**config.mk**
```make
export PLATFORM = sky130hd
export DESIGN_NAME = mux4_rr_arbiter_flat
export DESIGN_NICKNAME = d
export VERILOG_FILES = /design/src/rtl/mux4_rr_arbiter_pkg.sv /design/src/rtl/mux4_rr_arbiter_if.sv /design/src/rtl/mux4_rr_arbiter_rr_pick.sv /design/src/rtl/mux4_rr_arbiter.sv /design/src/flat_wrapper.sv
export SDC_FILE = /design/constraint.sdc
export NUM_CORES = 1
export LEC_CHECK = 0
export CAP_MARGIN = 20
export CORE_ASPECT_RATIO = 1.2
export CORE_UTILIZATION = 33
export CTS_CLUSTER_SIZE = 14
export DETAILED_ROUTE_END_ITERATION = 8
export PLACE_DENSITY = 0.52
export SLEW_MARGIN = 40
export SYNTH_ARGS = -nofsm -noshare
export SYNTH_HDL_FRONTEND = slang
export SYNTH_HIERARCHICAL = 1
export SYNTH_SLANG_ARGS = --single-unit
export TNS_END_PERCENT = 20
```
**constraint.sdc**
```tcl
create_clock -name clk -period 3.4 [get_ports clk]
set_clock_uncertainty 0.15 [all_clocks]
set_input_delay 0.34 -clock clk [delete_from_list [all_inputs] [get_ports clk]]
set_output_delay 0.34 -clock clk [all_outputs]
set_load 0.02 [all_outputs]
```
**src/rtl/mux4_rr_arbiter_pkg.sv**
```systemverilog
// arb_pkg: shared sizes, FSM encodings and one-hot helper for the round-robin arbiter
package arb_pkg;
  localparam int NREQ = 4;
  localparam int SEL_W = 2;
  localparam logic [0:0] ST_IDLE = 1'b0;
  localparam logic [0:0] ST_GRANT = 1'b1;
  function automatic logic [NREQ-1:0] onehot(input logic [SEL_W-1:0] i);
    return NREQ'(1) << i;
  endfunction
endpackage

```
**src/rtl/mux4_rr_arbiter_if.sv**
```systemverilog
// mux4_rr_arbiter_if: request/grant bundle between requesters and the arbiter
interface mux4_rr_arbiter_if;
  import arb_pkg::*;
  logic [NREQ-1:0] req;
  logic done;
  logic [NREQ-1:0] gnt;
  logic [SEL_W-1:0] sel;
  logic busy;
  logic timeout_err;
  modport master (output req, done, input gnt, sel, busy, timeout_err);
  modport slave (input req, done, output gnt, sel, busy, timeout_err);
endinterface

```
**src/rtl/mux4_rr_arbiter_rr_pick.sv**
```systemverilog
// rr_pick: first unmasked request at or after ptr, searching upward modulo 4
module rr_pick
  import arb_pkg::*;
(
  input  logic [NREQ-1:0]  req,
  input  logic [SEL_W-1:0] ptr,
  input  logic [NREQ-1:0]  mask,
  output logic             found,
  output logic [SEL_W-1:0] idx
);
  logic [NREQ-1:0] eff;
  logic [NREQ-1:0] rot;
  logic [SEL_W-1:0] off;
  assign eff = req & ~mask;
  assign rot = NREQ'({eff, eff} >> ptr);
  assign off = rot[0] ? 2'd0 : rot[1] ? 2'd1 : rot[2] ? 2'd2 : 2'd3;
  assign found = |eff;
  assign idx = ptr + off;
endmodule

```
**src/rtl/mux4_rr_arbiter.sv**
```systemverilog
// mux4_rr_arbiter: round-robin grant of a shared 4:1 muxed resource with completion watchdog
module mux4_rr_arbiter
  import arb_pkg::*;
#(
  parameter int TIMEOUT = 255,
  parameter int CNT_W = 8
) (
  input logic clk,
  input logic rst_n,
  mux4_rr_arbiter_if.slave bus
);
  localparam logic [CNT_W-1:0] LAST = CNT_W'(TIMEOUT - 1);
  logic [0:0] state;
  logic [SEL_W-1:0] ptr, sel_q, pick_ptr, idx;
  logic [NREQ-1:0] gnt_q, pick_mask;
  logic [CNT_W-1:0] cnt;
  logic busy_q, terr_q, found, expire, rel;
  assign expire = cnt == LAST;
  assign rel = bus.done || !bus.req[sel_q] || expire;
  assign pick_ptr = state == ST_GRANT ? sel_q + 2'd1 : ptr;
  assign pick_mask = state == ST_GRANT ? onehot(sel_q) : '0;
  rr_pick u_pick (
    .req(bus.req),
    .ptr(pick_ptr),
    .mask(pick_mask),
    .found(found),
    .idx(idx)
  );
  // grant FSM: arbitrate from IDLE, hold in GRANT, re-arbitrate back-to-back on release
  always_ff @(posedge clk or negedge rst_n)
    if (!rst_n) begin
      state <= ST_IDLE;
      gnt_q <= '0;
      sel_q <= '0;
      busy_q <= 1'b0;
      terr_q <= 1'b0;
      ptr <= '0;
      cnt <= '0;
    end else if (state == ST_IDLE) begin
      terr_q <= 1'b0;
      if (found) begin
        state <= ST_GRANT;
        gnt_q <= onehot(idx);
        sel_q <= idx;
        busy_q <= 1'b1;
        cnt <= '0;
      end
    end else if (rel) begin
      ptr <= sel_q + 2'd1;
      terr_q <= expire && !bus.done && bus.req[sel_q];
      cnt <= '0;
      if (found) begin
        gnt_q <= onehot(idx);
        sel_q <= idx;
      end else begin
        state <= ST_IDLE;
        gnt_q <= '0;
        busy_q <= 1'b0;
      end
    end else begin
      cnt <= cnt + CNT_W'(1);
      terr_q <= 1'b0;
    end
  assign bus.gnt = gnt_q;
  assign bus.sel = sel_q;
  assign bus.busy = busy_q;
  assign bus.timeout_err = terr_q;
endmodule

```
**src/flat_wrapper.sv**
```systemverilog
// flat-port wrapper written by rule: the top's interface ports become plain ports
module mux4_rr_arbiter_flat import arb_pkg::*;
#(
  parameter int TIMEOUT = 255,
  parameter int CNT_W = 8
)
  (clk, rst_n, bus_req, bus_done, bus_gnt, bus_sel, bus_busy, bus_timeout_err);
  mux4_rr_arbiter_if bus_i ();
  input logic clk;
  input logic rst_n;
  input wire logic [$bits(bus_i.req)-1:0] bus_req;
  input wire logic [$bits(bus_i.done)-1:0] bus_done;
  output wire logic [$bits(bus_i.gnt)-1:0] bus_gnt;
  output wire logic [$bits(bus_i.sel)-1:0] bus_sel;
  output wire logic [$bits(bus_i.busy)-1:0] bus_busy;
  output wire logic [$bits(bus_i.timeout_err)-1:0] bus_timeout_err;
  assign bus_i.req = bus_req;
  assign bus_i.done = bus_done;
  assign bus_gnt = bus_i.gnt;
  assign bus_sel = bus_i.sel;
  assign bus_busy = bus_i.busy;
  assign bus_timeout_err = bus_i.timeout_err;
  mux4_rr_arbiter #(.TIMEOUT(TIMEOUT), .CNT_W(CNT_W)) u_core (.clk(clk), .rst_n(rst_n), .bus(bus_i));
endmodule
```
# Word level (Yosys, flattened, before mapping)
# Index checks and enable logic that the tools add are counted.
[word_totals] word_cells=56 in_bits=7 output_inout_bits=8 ff_bits=19
[op_classes] muxes=26 n_lt_le_gt_ge=1 bitwise_logic=2 n_eq_ne=3 addsub=3 reduce_logical=11 shift=3
[op_table] cell="$mux W8" count=3
[op_table] cell="$mux W4" count=5
[op_table] cell="$mux W2" count=6
[op_table] cell="$mux W1" count=11
[op_table] cell="$add A8 B1 Y8 const B" count=1
[op_table] cell="$eq A8 B8 Y1 const B" count=1
[op_table] cell="$shl A1 B2 Y4 const A" count=2
[op_table] cell="$shr A8 B2 Y3" count=1
[op_table] cell="$and A4 B4 Y4" count=1
[op_table] cell="$ne A2 B2 Y1 const B" count=2
[op_table] cell="$not A4 Y4" count=1
[op_table] cell="$reduce_and A2 Y1" count=2
[op_table] cell="$reduce_or A4 Y1" count=1
[op_table] cell="$lt A2 B3 Y1 const B" count=1
[op_table] cell="$reduce_and A3 Y1" count=1
[op_table] cell="$add A2 B1 Y2 const B" count=1
[op_table] cell="$add A2 B2 Y2" count=1
[op_table] cell="$bmux W1 S2" count=1
[op_table] cell="$logic_and A1 B1 Y1" count=2
[op_table] cell="$logic_not A1 Y1" count=2
[op_table] cell="$logic_or A1 B1 Y1" count=2
[op_table] cell="$reduce_bool A2 Y1" count=1

# Logic depth before layout (Yosys ltp)
# Gate-level depths: netlist of the first run.
[depth] depth_word=13 depth_mapped=12 mapped_depth_nobuf=11

# Modules after synthesis
# The synthesis of the first run kept the hierarchy.
[modules_own_cells] mod="mux4_rr_arbiter" seq_area_each_um2=475.5 cells_each=103 n_inst=1 area_each_um2=1032.2
[modules_own_cells] mod="rr_pick" seq_area_each_um2=0.0 cells_each=22 n_inst=1 area_each_um2=148.9

# Least setup slack after synthesis of the first run
# Ideal clock, no wire load.
[synth_path] path_type="register to register" startpoint="register u_core.sel_q[0] (netlist: u_core/bus.sel[0])" endpoint="register u_core.gnt_q[0] (netlist: u_core/bus.gnt[0])" setup_slack_ps=755 setup_ps=122 period_less_slack_ps=2645 path_buffers=0 path_stages_with_launch=11 required_time_ps=3128 arrival_time_ps=2374 path_cell_list="dfrtp_1 inv_1 ha_1 mux2_2 nor3b_1 o21ai_0 o211ai_1 ha_1 xnor2_1 nor2_1 a32o_1"
[synth_via] word_cells_on_any_way=25
[synth_lines] element="from (decl)" line_no="mux4_rr_arbiter.sv:14" text="logic [SEL_W-1:0] ptr, sel_q, pick_ptr, idx;"
[synth_lines] element="from (signal assigned)" line_no="mux4_rr_arbiter.sv:44" text="sel_q <= idx;"
[synth_lines] element="from (signal assigned)" line_no="mux4_rr_arbiter.sv:54" text="sel_q <= idx;"
[synth_lines] element="$add A2 B1 Y2 (*)" line_no="mux4_rr_arbiter.sv:20" text="assign pick_ptr = state == ST_GRANT ? sel_q + 2'd1 : ptr;"
[synth_lines] element="$mux W2 (*)" line_no="mux4_rr_arbiter.sv:20"
[synth_lines] element="named net u_core.pick_ptr[1]" line_no="mux4_rr_arbiter.sv:14"
[synth_lines] element="$shr A8 B2 Y3" line_no="mux4_rr_arbiter_rr_pick.sv:15" text="assign rot = NREQ'({eff, eff} >> ptr);"
[synth_lines] element="$mux W1" line_no="mux4_rr_arbiter_rr_pick.sv:16" text="assign off = rot[0] ? 2'd0 : rot[1] ? 2'd1 : rot[2] ? 2'd2 : 2'd3;"
[synth_lines] element="$mux W2 (2 in series)" line_no="mux4_rr_arbiter_rr_pick.sv:16"
[synth_lines] element="$add A2 B2 Y2 (*)" line_no="mux4_rr_arbiter_rr_pick.sv:18" text="assign idx = ptr + off;"
[synth_lines] element="named net u_core.idx[1]" line_no="mux4_rr_arbiter.sv:14"
[synth_lines] element="$shl A1 B2 Y4 (*)" line_no="mux4_rr_arbiter_pkg.sv:8" text="return NREQ'(1) << i;"
[synth_lines] element="$mux W4" line_no="mux4_rr_arbiter.sv:52" text="if (found) begin"
[synth_lines] element="$mux W4" line_no="mux4_rr_arbiter.sv:48" text="end else if (rel) begin"
[synth_lines] element="$mux W4 (*)" line_no="mux4_rr_arbiter.sv:39" text="end else if (state == ST_IDLE) begin"
[synth_lines] element="to (signal assigned)" line_no="mux4_rr_arbiter.sv:43" text="gnt_q <= onehot(idx);"
[synth_lines] element="to (signal assigned)" line_no="mux4_rr_arbiter.sv:53" text="gnt_q <= onehot(idx);"
[synth_lines] element="to (decl)" line_no="mux4_rr_arbiter.sv:15" text="logic [NREQ-1:0] gnt_q, pick_mask;"
# The timed path passes the listed nets; every way through them passes the cells marked *. The select of a mux whose other input is x is not followed.
# A chain may end at the register's enable or synchronous reset.

# Worst setup path after layout of the first run
# Ends and elaborated chain as after synthesis.

==> results of run 1 <==
[area by class of cell]
type                    count  share of cell area [%]
well taps                  37                   3.266
multi-input cells          97                   47.40
repair buffers             16                   10.77
inverters                   7                   1.853
clock buffers               4                   3.177
flip-flops and latches     19                   33.54
[cells in the final DEF (no fill, tap or decap), types with 2 or more instances in the layout]
master           count
a21oi_1              5
a22o_1               3
and2_1               4
and3_1               2
clkbuf_8             3
clkdlybuf4s50_1     13
dfrtp_1             19
ha_1                 8
inv_1                7
mux2i_1              5
nand2_1             10
nand2b_1             7
nand3_1              2
nand4_1              3
nand4b_1             2
nor2_1              11
nor2b_1              2
nor3b_1              4
o211ai_1             3
o21ai_0              2
o21ai_1              4
o22ai_1              2
xnor2_1              4
xor2_1               2
[worst paths after layout]
kind / to / startpoint
worst max-delay path: u_core/bus.gnt[0]$_DFFE_PN0P_ / u_core/bus.sel[0]$_DFFE_PN0P_
worst min-delay path: u_core/ptr[1]$_DFFE_PN0P_ / u_core/ptr[1]$_DFFE_PN0P_
worst max register to register: u_core/bus.gnt[0]$_DFFE_PN0P_ / u_core/bus.sel[0]$_DFFE_PN0P_
worst min register to register: u_core/ptr[1]$_DFFE_PN0P_ / u_core/ptr[1]$_DFFE_PN0P_
max in group asynchronous: u_core/cnt[7]$_DFFE_PN0P_ / rst_n
min in group asynchronous: u_core/cnt[1]$_DFFE_PN0P_ / rst_n
[power by group through the flow]
| stage | logic, mW | clock network, mW | registers, mW |
|---|---|---|---|
| floorplan | 0.507 | 0 | 0.381 |
| global route | 0.841 | 0.167 | 0.365 |
| global placement | 0.747 | 0 | 0.358 |
| finish | 0.752 | 0.152 | 0.353 |
| detailed placement | 0.753 | 0 | 0.359 |
| CTS | 0.757 | 0.159 | 0.355 |
[synth_stat cells (all sizes together)]
cell type / count / area [sq um]
nor3b: 4 / 30.03
ha: 8 / 100.1
mux2i: 5 / 50.05
a32oi: 1 / 8.760
nand2b: 7 / 43.79
and2: 4 / 25.02
a22o: 3 / 26.28
a21oi: 5 / 25.02
o22ai: 2 / 12.51
o211ai: 3 / 22.52
nor2: 11 / 41.29
a32o: 1 / 10.01
or4: 1 / 7.510
and3: 3 / 20.02
or2: 1 / 6.260
o31ai: 1 / 7.510
nand4b: 2 / 17.52
a21o: 1 / 7.510
nand2: 10 / 37.54
and4: 1 / 8.760
o21ai: 6 / 30.03
dfrtp: 19 / 475.5
clkbuf: 2 / 7.510
inv: 7 / 26.28
nand4: 3 / 18.77
xor2: 2 / 17.52
o2bb2ai: 1 / 8.760
o22a: 1 / 8.760
nand3: 2 / 10.01
mux2: 2 / 22.52
xnor2: 4 / 35.03
nor2b: 2 / 12.51
[registers in the layout (all words and copies together) (netlist names)]
| signal | count |
|---|---|
| u_core/state | 1 |
| u_core/ptr | 2 |
| u_core/cnt | 8 |
| u_core/bus.timeout_err | 1 |
| u_core/bus.busy | 1 |
| u_core/bus.sel | 2 |
| u_core/bus.gnt | 4 |
[repair_timing]
| action | 4_1_cts | 5_1_grt |
|---|---|---|
| buffers inserted | 0 | 0 |
| hold buffers | 1 | 0 |
| endpoints found under the hold margin | 19 | 0 |
| resized for setup | 0 | 0 |
[stage by stage]
stage               util, %  instance area (sq um)  std cells  worst slack, ns  power [mW]
floorplan                 -                   1181        125           0.7546      0.8876
global placement      40.62                   1368        175           0.6218       1.105
detailed placement    40.47                   1363        175           0.6000       1.112
CTS                   42.10                   1418        180           0.5701       1.271
global route          42.10                   1418        180           0.2906       1.374
finish                42.10                   1418        180           0.5949       1.257
[layer usage]
metal | routed length [um] | part of all wire (%) | track usage (%)
met4 | 18 | 0.68 | 6.707
met1 | 1153 | 44 | 16.90
met2 | 1399 | 53 | 28.68
met3 | 64 | 2.4 | 1.916
met5 | 0 | 0 | 0
[critical path, cell delays in order (launching register included)]
cell and delay, ns:
dfrtp_1 0.51, inv_1 0.11, ha_1 0.31, mux2_2 0.32, nor3b_1 0.28, o21ai_0 0.11
o211ai_1 0.17, ha_1 0.18, xnor2_1 0.20, nor2_1 0.09, a32o_1 0.27
[logic make-up (layout without fill, tap and decap cells)]
| logic type | count (synthesis) | in the layout | share of synthesized area [%] |
|---|---|---|---|
| adders and majority gates | 8 | 8 | 8.475 |
| xor gates and xnor gates | 6 | 6 | 4.449 |
| and+or+nand+nor | 51 | 51 | 23.62 |
| buffers and inverters | 9 | 27 | 2.861 |
| muxes | 7 | 7 | 6.144 |
| DFF | 19 | 19 | 40.25 |
| AOI/OAI and AO/OA | 25 | 25 | 14.20 |
==> reports/qor.yml, run 1 <==
worst_setup_path:
  path_class: "register to register"
  cp-end-kind: "register"
  crit_path_start_kind: "register"
  r2r_cells: 10
  rrSetupSlack_ns: 0.59
  arrival_ns: 2.79
  required_ns: 3.39
  worst-path-max-fanout: 9
sta:
  grt_setup_unrepaired: "no"
  hold_viol_final: 0
  relSlewSlack_pct: 64.95
  finalSetupTns_ns: 0
  worst_slew_pin_slew_ns: 0.5257
  drv_slew: 0
  setup_viol: 0
  hold_slack_ns: 0.3412
  fin_crit_ns: 2.805
  period_share_pct: 82.50
  fmax_ghz: 0.3565
drt:
  wl_per_cell_um: 14.64
  first_pass_iters: 4
  ant_nets: 0
  drc_errors: 0
  vias: 974
  routed_wl_um: 2635
  viasPerCell: 5.411
  drtIter0Drc: 35
job:
  maxCapViolCount: 0
die:
  die_height_um: 67.54
  core_area_sq_um: 3367
  dieWidth_um: 56.62
  boundaryPins: 15
  initial_utilization_pct: 35.08
  die_area_sq_um: 3823
  rows: 23
clock_tree:
  htreeDepth: 1
  clock_sinks: 19
  numCtsBuffers: 3
  cts.clk_slew.worst_paths_ns: 0.07
  clock_latency_ns: 0.25
  clockBufferDepth: 2
  root_buffer: "clkbuf_8"
  cts_tree: "yes"
global_route:
  grt_remaining_overflow: 0
  grt_max_degree: 20
  grt_pass1_vias: 1016
  grt_pass1_wl_um: 4471
  antenna_found_initial: 0
  grtUsageTotal_pct: 15.12
finish:
  layout.nets: 159
  nFillCells: 350
  antenna-diode-count: 0
  multi_input_area_sq_um: 671.9
  register_area_sq_um: 475.5
  drive_gt1_share_pct: 4.895
  syn2layout_area_growth_pct: 20.02
place:
  portBuffers: 14
  hpwl_um: 2038
  place_congestion: 0.8030
pwr:
  p_sw_uw: 535.9
  combPwrFrac_pct: 59.8
  p_per_area_nw_per_um2: 886.7
  p_int_uw: 721.2
  seq_power_share_pct: 28.1
  p_leak_nw: 0.6313
  vdd_ir_drop_max_uv: 475.9
  p_clk_share_pct: 12.1
  swShare_pct: 42.63
synthesis:
  avgSynthCellArea_sq_um: 9.449
  synthCells: 125
  ys_ff_latch: 19
  ys_types: 35
  yosys_warnings: 6
  ys_seq_area_share_pct: 40.25
  syn_nets: 140
  syn_area_sq_um: 1181
worst_hold_path:
  worstHoldPathType: "register to register"
  worst_hold_path.num_cells: 1
run_status:
  outcome: "complete, no violations"
(Power assumes the default switching activity.)
==> run 2, diff against run 1 <==
==> constraint.sdc (replaced) <==
create_clock -name clk -period 2.75 [get_ports clk]
set_clock_uncertainty 0.15 [all_clocks]
set_input_delay 0.275 -clock clk [delete_from_list [all_inputs] [get_ports clk]]
set_output_delay 0.275 -clock clk [all_outputs]
set_load 0.02 [all_outputs]
==> reports/qor.yml, run 2 (synthesized netlist as in run 1, its figures left out) <==
run_status:
  outcome: "complete, no violations"
sta:
  worst_slew_pin_slew_ns: 0.4760
  finalSetupTns_ns: 0
  setup_viol: 0
  relSlewSlack_pct: 68.27
  grt_setup_unrepaired: "no"
  hold_viol_final: 0
  drv_slew: 0
  fmax_ghz: 0.3923
  fin_crit_ns: 2.549
  period_share_pct: 92.69
  hold_slack_ns: 0.3430
clock_tree:
  root_buffer: "clkbuf_8"
  clockBufferDepth: 2
  clock_latency_ns: 0.25
  numCtsBuffers: 3
  post_cts_buffers: 0
  cts_tree: "yes"
  htreeDepth: 1
  clock_sinks: 19
  cts.clk_slew.worst_paths_ns: 0.07
die:
  boundaryPins: 15
  dieWidth_um: 56.62
  core_area_sq_um: 3367
  die_area_sq_um: 3823
  die_height_um: 67.54
  initial_utilization_pct: 35.08
  rows: 23
global_route:
  grtUsageTotal_pct: 15.43
  grt_remaining_overflow: 0
  grt_pass1_vias: 1037
  grt_pass1_wl_um: 4498
  grt_max_degree: 20
  antenna_found_initial: 0
finish:
  regMostFlops: "u_core/cnt"
  syn2layout_area_growth_pct: 23.52
  fin_cells: 183
  layout_common_cells: "19 x dfrtp_1, 13 x clkdlybuf4s50_1, 11 x nor2_1, 10 x nand2_1, 8 x ha_1"
  antenna-diode-count: 0
  layout.nets: 162
  largest_register_ffs: 8
  post-route-util_pct: 43.33
  drive_gt1_share_pct: 9.589
  final_common_cell: "dfrtp_1"
  fin_area_sq_um: 1459
  nFillCells: 333
pwr:
  p_sw_uw: 681.9
  p_int_uw: 941.4
  vdd_ir_drop_max_uv: 690.1
  p_per_area_nw_per_um2: 1113
  swShare_pct: 42.01
  p_clk_share_pct: 11.7
  seq_power_share_pct: 25.5
  p_leak_nw: 0.6574
  combPwrFrac_pct: 62.8
worst_setup_path:
  cp-end-kind: "register"
  cp_common_cell: "ha_1"
  critical_path.top_delay_family: "compound AO/OA/AOI/OAI gates"
  cp_num_buf_inv: 1
  cpPeakStageDelay_ns: 0.37
  crit_path_start_kind: "register"
  arrival_ns: 2.54
  path_class: "register to register"
  worst-path-max-fanout: 6
  path_cells: "inv_1, ha_1, mux2_2, nor3b_2, o21ai_0, o211ai_1, ha_1, xnor2_2, nor2_1, a32o_1"
  slowest_stage: "dfrtp_1"
  required_ns: 2.74
drt:
  viasPerCell: 5.295
  vias: 969
  ant_nets: 0
  wl_per_cell_um: 14.33
  drc_errors: 0
  routed_wl_um: 2622
  first_pass_iters: 4
  drtIter0Drc: 28
worst_hold_path:
  worstHoldPathType: "register to register"
place:
  portBuffers: 14
  place_congestion: 0.8185
  numPlacedInstances: 178
  place_area_sq_um: 1385
  hpwl_um: 2033
job:
  maxCapViolCount: 0
==> run 2: cell types whose count changed in the layout (fill, tap and decap cells not counted) <==
cell / previous run / this run
nor3b_1: 4 / 2
nor3b_2: 0 / 2
xnor2_2: 0 / 1
clkinv_2: 0 / 1
xnor2_1: 4 / 3
buf_4: 1 / 4
clkbuf_1: 1 / 0
==> run 2: cell type report <==
| class | instances | area (sq um) | area share (%) |
|---|---|---|---|
| clock inverter | 1 | 5.005 | 0.3431 |
| timing repair buffer | 19 | 175.2 | 12.01 |
| multi-input combinational | 97 | 689.4 | 47.26 |
| clock buffer | 3 | 41.29 | 2.830 |
| tap | 37 | 46.29 | 3.173 |
| inverter | 7 | 26.28 | 1.801 |
| sequential | 19 | 475.5 | 32.59 |
==> run 2: per-layer routing <==
layer	GRT usage, %	share of wire (%)	vias to the layer above	wire length (um)
li1	-	-	486	-
met3	1.916	2.4	8	63
met2	28.38	51	22	1345
met4	7.622	1.4	0	38
met5	0	0	-	0
met1	17.68	45	453	1175
==> run 2: path summary, 6_finish.rpt <==
path | start | end | slack, ns | depth (start not counted)
setup / recovery | u_core/bus.sel[0]$_DFFE_PN0P_ | u_core/bus.gnt[0]$_DFFE_PN0P_ | 0.20 | 10
hold / removal | u_core/bus.gnt[2]$_DFFE_PN0P_ | u_core/bus.gnt[2]$_DFFE_PN0P_ | 0.34 | 1
setup reg to reg | u_core/bus.sel[0]$_DFFE_PN0P_ | u_core/bus.gnt[0]$_DFFE_PN0P_ | 0.20 | 10
hold reg to reg | u_core/bus.gnt[2]$_DFFE_PN0P_ | u_core/bus.gnt[2]$_DFFE_PN0P_ | 0.34 | 1
max in group asynchronous | rst_n | u_core/cnt[0]$_DFFE_PN0P_ | 1.80 | 2
min in group asynchronous | rst_n | u_core/state$_DFF_PN0_ | 0.35 | 2
==> run 2: per-stage QoR <==
stage	setup slack [ns]	total power, mW
floorplan	0.1046	1.097
global placement	0.1936	1.394
detailed placement	0.1217	1.401
CTS	0.08750	1.601
global route	0.02565	1.767
finish	0.2011	1.623
==> run 2: power groups by stage <==
stage / Sequential, mW / Combinational, mW / Clock (mW)
5_1_grt: 0.426 / 1.13 / 0.207
2_1_floorplan: 0.471 / 0.626 / 0
3_3_place_gp: 0.419 / 0.975 / 0
6_report: 0.414 / 1.02 / 0.190
3_5_place_dp: 0.419 / 0.982 / 0
4_1_cts: 0.415 / 0.987 / 0.200
==> run 2: worst reg2reg max path, delay by kind of cell (launching register included) <==
family | cells | cell delay, ns
AND/OR/NAND/NOR | 2 | 0.31
multiplexers | 1 | 0.33
adder cells (fa/ha/maj) | 2 | 0.52
XOR/XNOR | 1 | 0.15
flip-flops | 1 | 0.37
AO/OA/AOI/OAI | 3 | 0.53
buffers and inverters | 1 | 0.07
==> run 2: timing repair <==
item / in CTS / in global routing
resized for setup: 0 / 3
hold buffers: 1 / 0
hold endpoints to repair: 19 / 0
endpoints found under the setup margin: 0 / 4
==> run 3, diff against run 2 <==
--- a/config.mk
+++ b/config.mk
@@ -7,13 +7,14 @@
 export LEC_CHECK = 0
 export CAP_MARGIN = 20
 export CORE_ASPECT_RATIO = 1.2
-export CORE_UTILIZATION = 33
+export CORE_UTILIZATION = 45
 export CTS_CLUSTER_SIZE = 14
 export DETAILED_ROUTE_END_ITERATION = 8
-export PLACE_DENSITY = 0.52
+export PLACE_DENSITY = 0.67
+export SKIP_LAST_GASP = 1
 export SLEW_MARGIN = 40
 export SYNTH_ARGS = -nofsm -noshare
 export SYNTH_HDL_FRONTEND = slang
 export SYNTH_HIERARCHICAL = 1
 export SYNTH_SLANG_ARGS = --single-unit
-export TNS_END_PERCENT = 20
+export TNS_END_PERCENT = 10
==> reports/qor.yml, run 3 (synthesized netlist as in run 1, its figures left out) <==
run_status:
  outcome: "complete, no violations"
finish:
  nFillCells: 247
  antenna-diode-count: 0
  regMostFlops: "u_core/cnt"
  layout_common_cells: "19 x dfrtp_1, 13 x clkdlybuf4s50_1, 11 x nor2_1, 10 x nand2_1, 8 x ha_1"
  largest_register_ffs: 8
  register_area_sq_um: 475.5
  fin_area_sq_um: 1439
  drive_gt1_share_pct: 10.20
  layout.nets: 163
  final_common_cell: "dfrtp_1"
  multi_input_area_sq_um: 685.7
  syn2layout_area_growth_pct: 21.82
  post-route-util_pct: 57.50
sta:
  drv_slew: 0
  relSlewSlack_pct: 71.73
  period_share_pct: 94.27
  finalSetupTns_ns: 0
  hold_viol_final: 0
  fmax_ghz: 0.3857
  fin_crit_ns: 2.593
  setup_viol: 0
  worst_slew_pin_slew_ns: 0.4240
global_route:
  grt_most_used_layer: "met2"
  grtUsageTotal_pct: 21.75
  met1_usage_pct: 23.61
  grt_max_degree: 20
  grt_pass1_vias: 994
  met2_usage_pct: 40.87
  grt_remaining_overflow: 0
  antenna_found_initial: 0
  grt_pass1_wl_um: 4547
  use_met3_pct: 2.100
die:
  rows: 20
  core_area_sq_um: 2502
  boundaryPins: 15
  die_area_sq_um: 2835
  dieWidth_um: 48.77
  die_height_um: 58.12
  initial_utilization_pct: 47.20
place:
  place_area_sq_um: 1380
  place_congestion: 0.8024
  hpwl_um: 2008
  portBuffers: 14
pwr:
  vdd_ir_drop_max_uv: 601.4
  p_sw_uw: 693.4
  p_per_area_nw_per_um2: 1099
  swShare_pct: 43.85
  p_int_uw: 888.0
  seq_power_share_pct: 26.5
  finalPower_mw: 1.581
  combPwrFrac_pct: 64.2
  p_leak_nw: 0.6508
  p_clk_share_pct: 9.3
clock_tree:
  cts_tree: "yes"
  htreeDepth: 1
  cts.clk_slew.worst_paths_ns: 0.11
  clock_latency_ns: 0.32
  root_buffer: "clkbuf_4"
  clockBufferDepth: 2
  numCtsBuffers: 3
  clock_sinks: 19
job:
  maxCapViolCount: 0
worst_setup_path:
  required_ns: 2.82
  r2r_cells: 11
  r2r-end: "u_core/bus.gnt[0]$_DFFE_PN0P_"
  arrival_ns: 2.66
  r2r_start: "u_core/bus.sel[1]$_DFFE_PN0P_"
  worst-path-max-fanout: 4
  cp-end-kind: "register"
  crit_path_start_kind: "register"
  startpoint: "u_core/bus.sel[1]$_DFFE_PN0P_"
  path_class: "register to register"
  rrSetupSlack_ns: 0.16
drt:
  ant_nets: 0
  first_pass_iters: 5
  viasPerCell: 5.589
  drtIter0Drc: 19
  drc_errors: 0
  wl_per_cell_um: 14.98
  vias: 1006
  routed_wl_um: 2697
worst_hold_path:
  worstHoldPathType: "primary input to asynchronous set/reset pin"
==> run 3: cell count changes in the layout (fill, tap and decap cells not counted) <==
cell and delta:
clkbuf_4 +3, mux2i_1 -1, clkbuf_8 -3, buf_4 +1, mux2i_2 +1, xnor2_2 -1
xnor2_1 +1
==> run 3: layer usage <==
| layer | share of wire (%) | vias to the layer above |
|---|---|---|
| met1 | 40 | 478 |
| met2 | 54 | 31 |
| met3 | 3.4 | 7 |
| met5 | 0 | - |
| met4 | 2.4 | 0 |
| li1 | - | 490 |
==> run 3: stage by stage <==
stage                     setup WS, ns  std cells  hold WS [ns]
after floorplan                 0.1046        125       -0.1706
after global placement          0.1762        174        0.3268
after detailed placement        0.1107        174       0.09103
after CTS                       0.1012        179        0.2705
after global routing          -0.01748        180        0.3203
final                           0.1574        180        0.2616
==> run 3: power groups by stage <==
stage	clock, mW	combinational [mW]	sequential (mW)
floorplan	0	0.626	0.471
global placement	0	0.952	0.422
detailed placement	0	0.970	0.426
CTS	0.151	0.977	0.420
global route	0.156	1.12	0.430
finish	0.147	1.02	0.420
==> run 3: worst max-delay path, cell delays in order, from the launching register on <==
cell,delay [ns]
dfrtp_1,0.41
buf_4,0.16
ha_1,0.17
and2_1,0.18
nand2b_1,0.20
nor3b_1,0.17
o21ai_1,0.15
o211ai_1,0.10
ha_1,0.20
xnor2_1,0.30
nor2_1,0.07
a32o_1,0.26
==> run 3: repair_timing <==
action	in CTS	in global routing
buffers inserted	0	1
setup endpoints to repair	0	5
endpoints found under the hold margin	19	0
hold buffers	1	0
resized for setup	0	3
==> run 3: worst max path at each step <==
stage                                          endpoint  depth (start not counted)
after global routing      u_core/bus.gnt[1]$_DFFE_PN0P_                         11
final                     u_core/bus.gnt[0]$_DFFE_PN0P_                         11
after detailed placement  u_core/bus.gnt[1]$_DFFE_PN0P_                         10
after floorplan           u_core/bus.gnt[0]$_DFFE_PN0P_                         10
after global placement    u_core/bus.gnt[3]$_DFFE_PN0P_                         10
after CTS                 u_core/bus.gnt[1]$_DFFE_PN0P_                         10
==> run 3: final cells by class <==
type                            count  share of cell area [%]
Clock buffer                        3                   1.565
Inverter                            7                   1.826
Sequential cell                    19                   33.04
Tap cell                           33                   2.870
Timing Repair Buffer               20                   12.70
Clock inverter                      1                  0.3478
Multi-Input combinational cell     97                   47.65
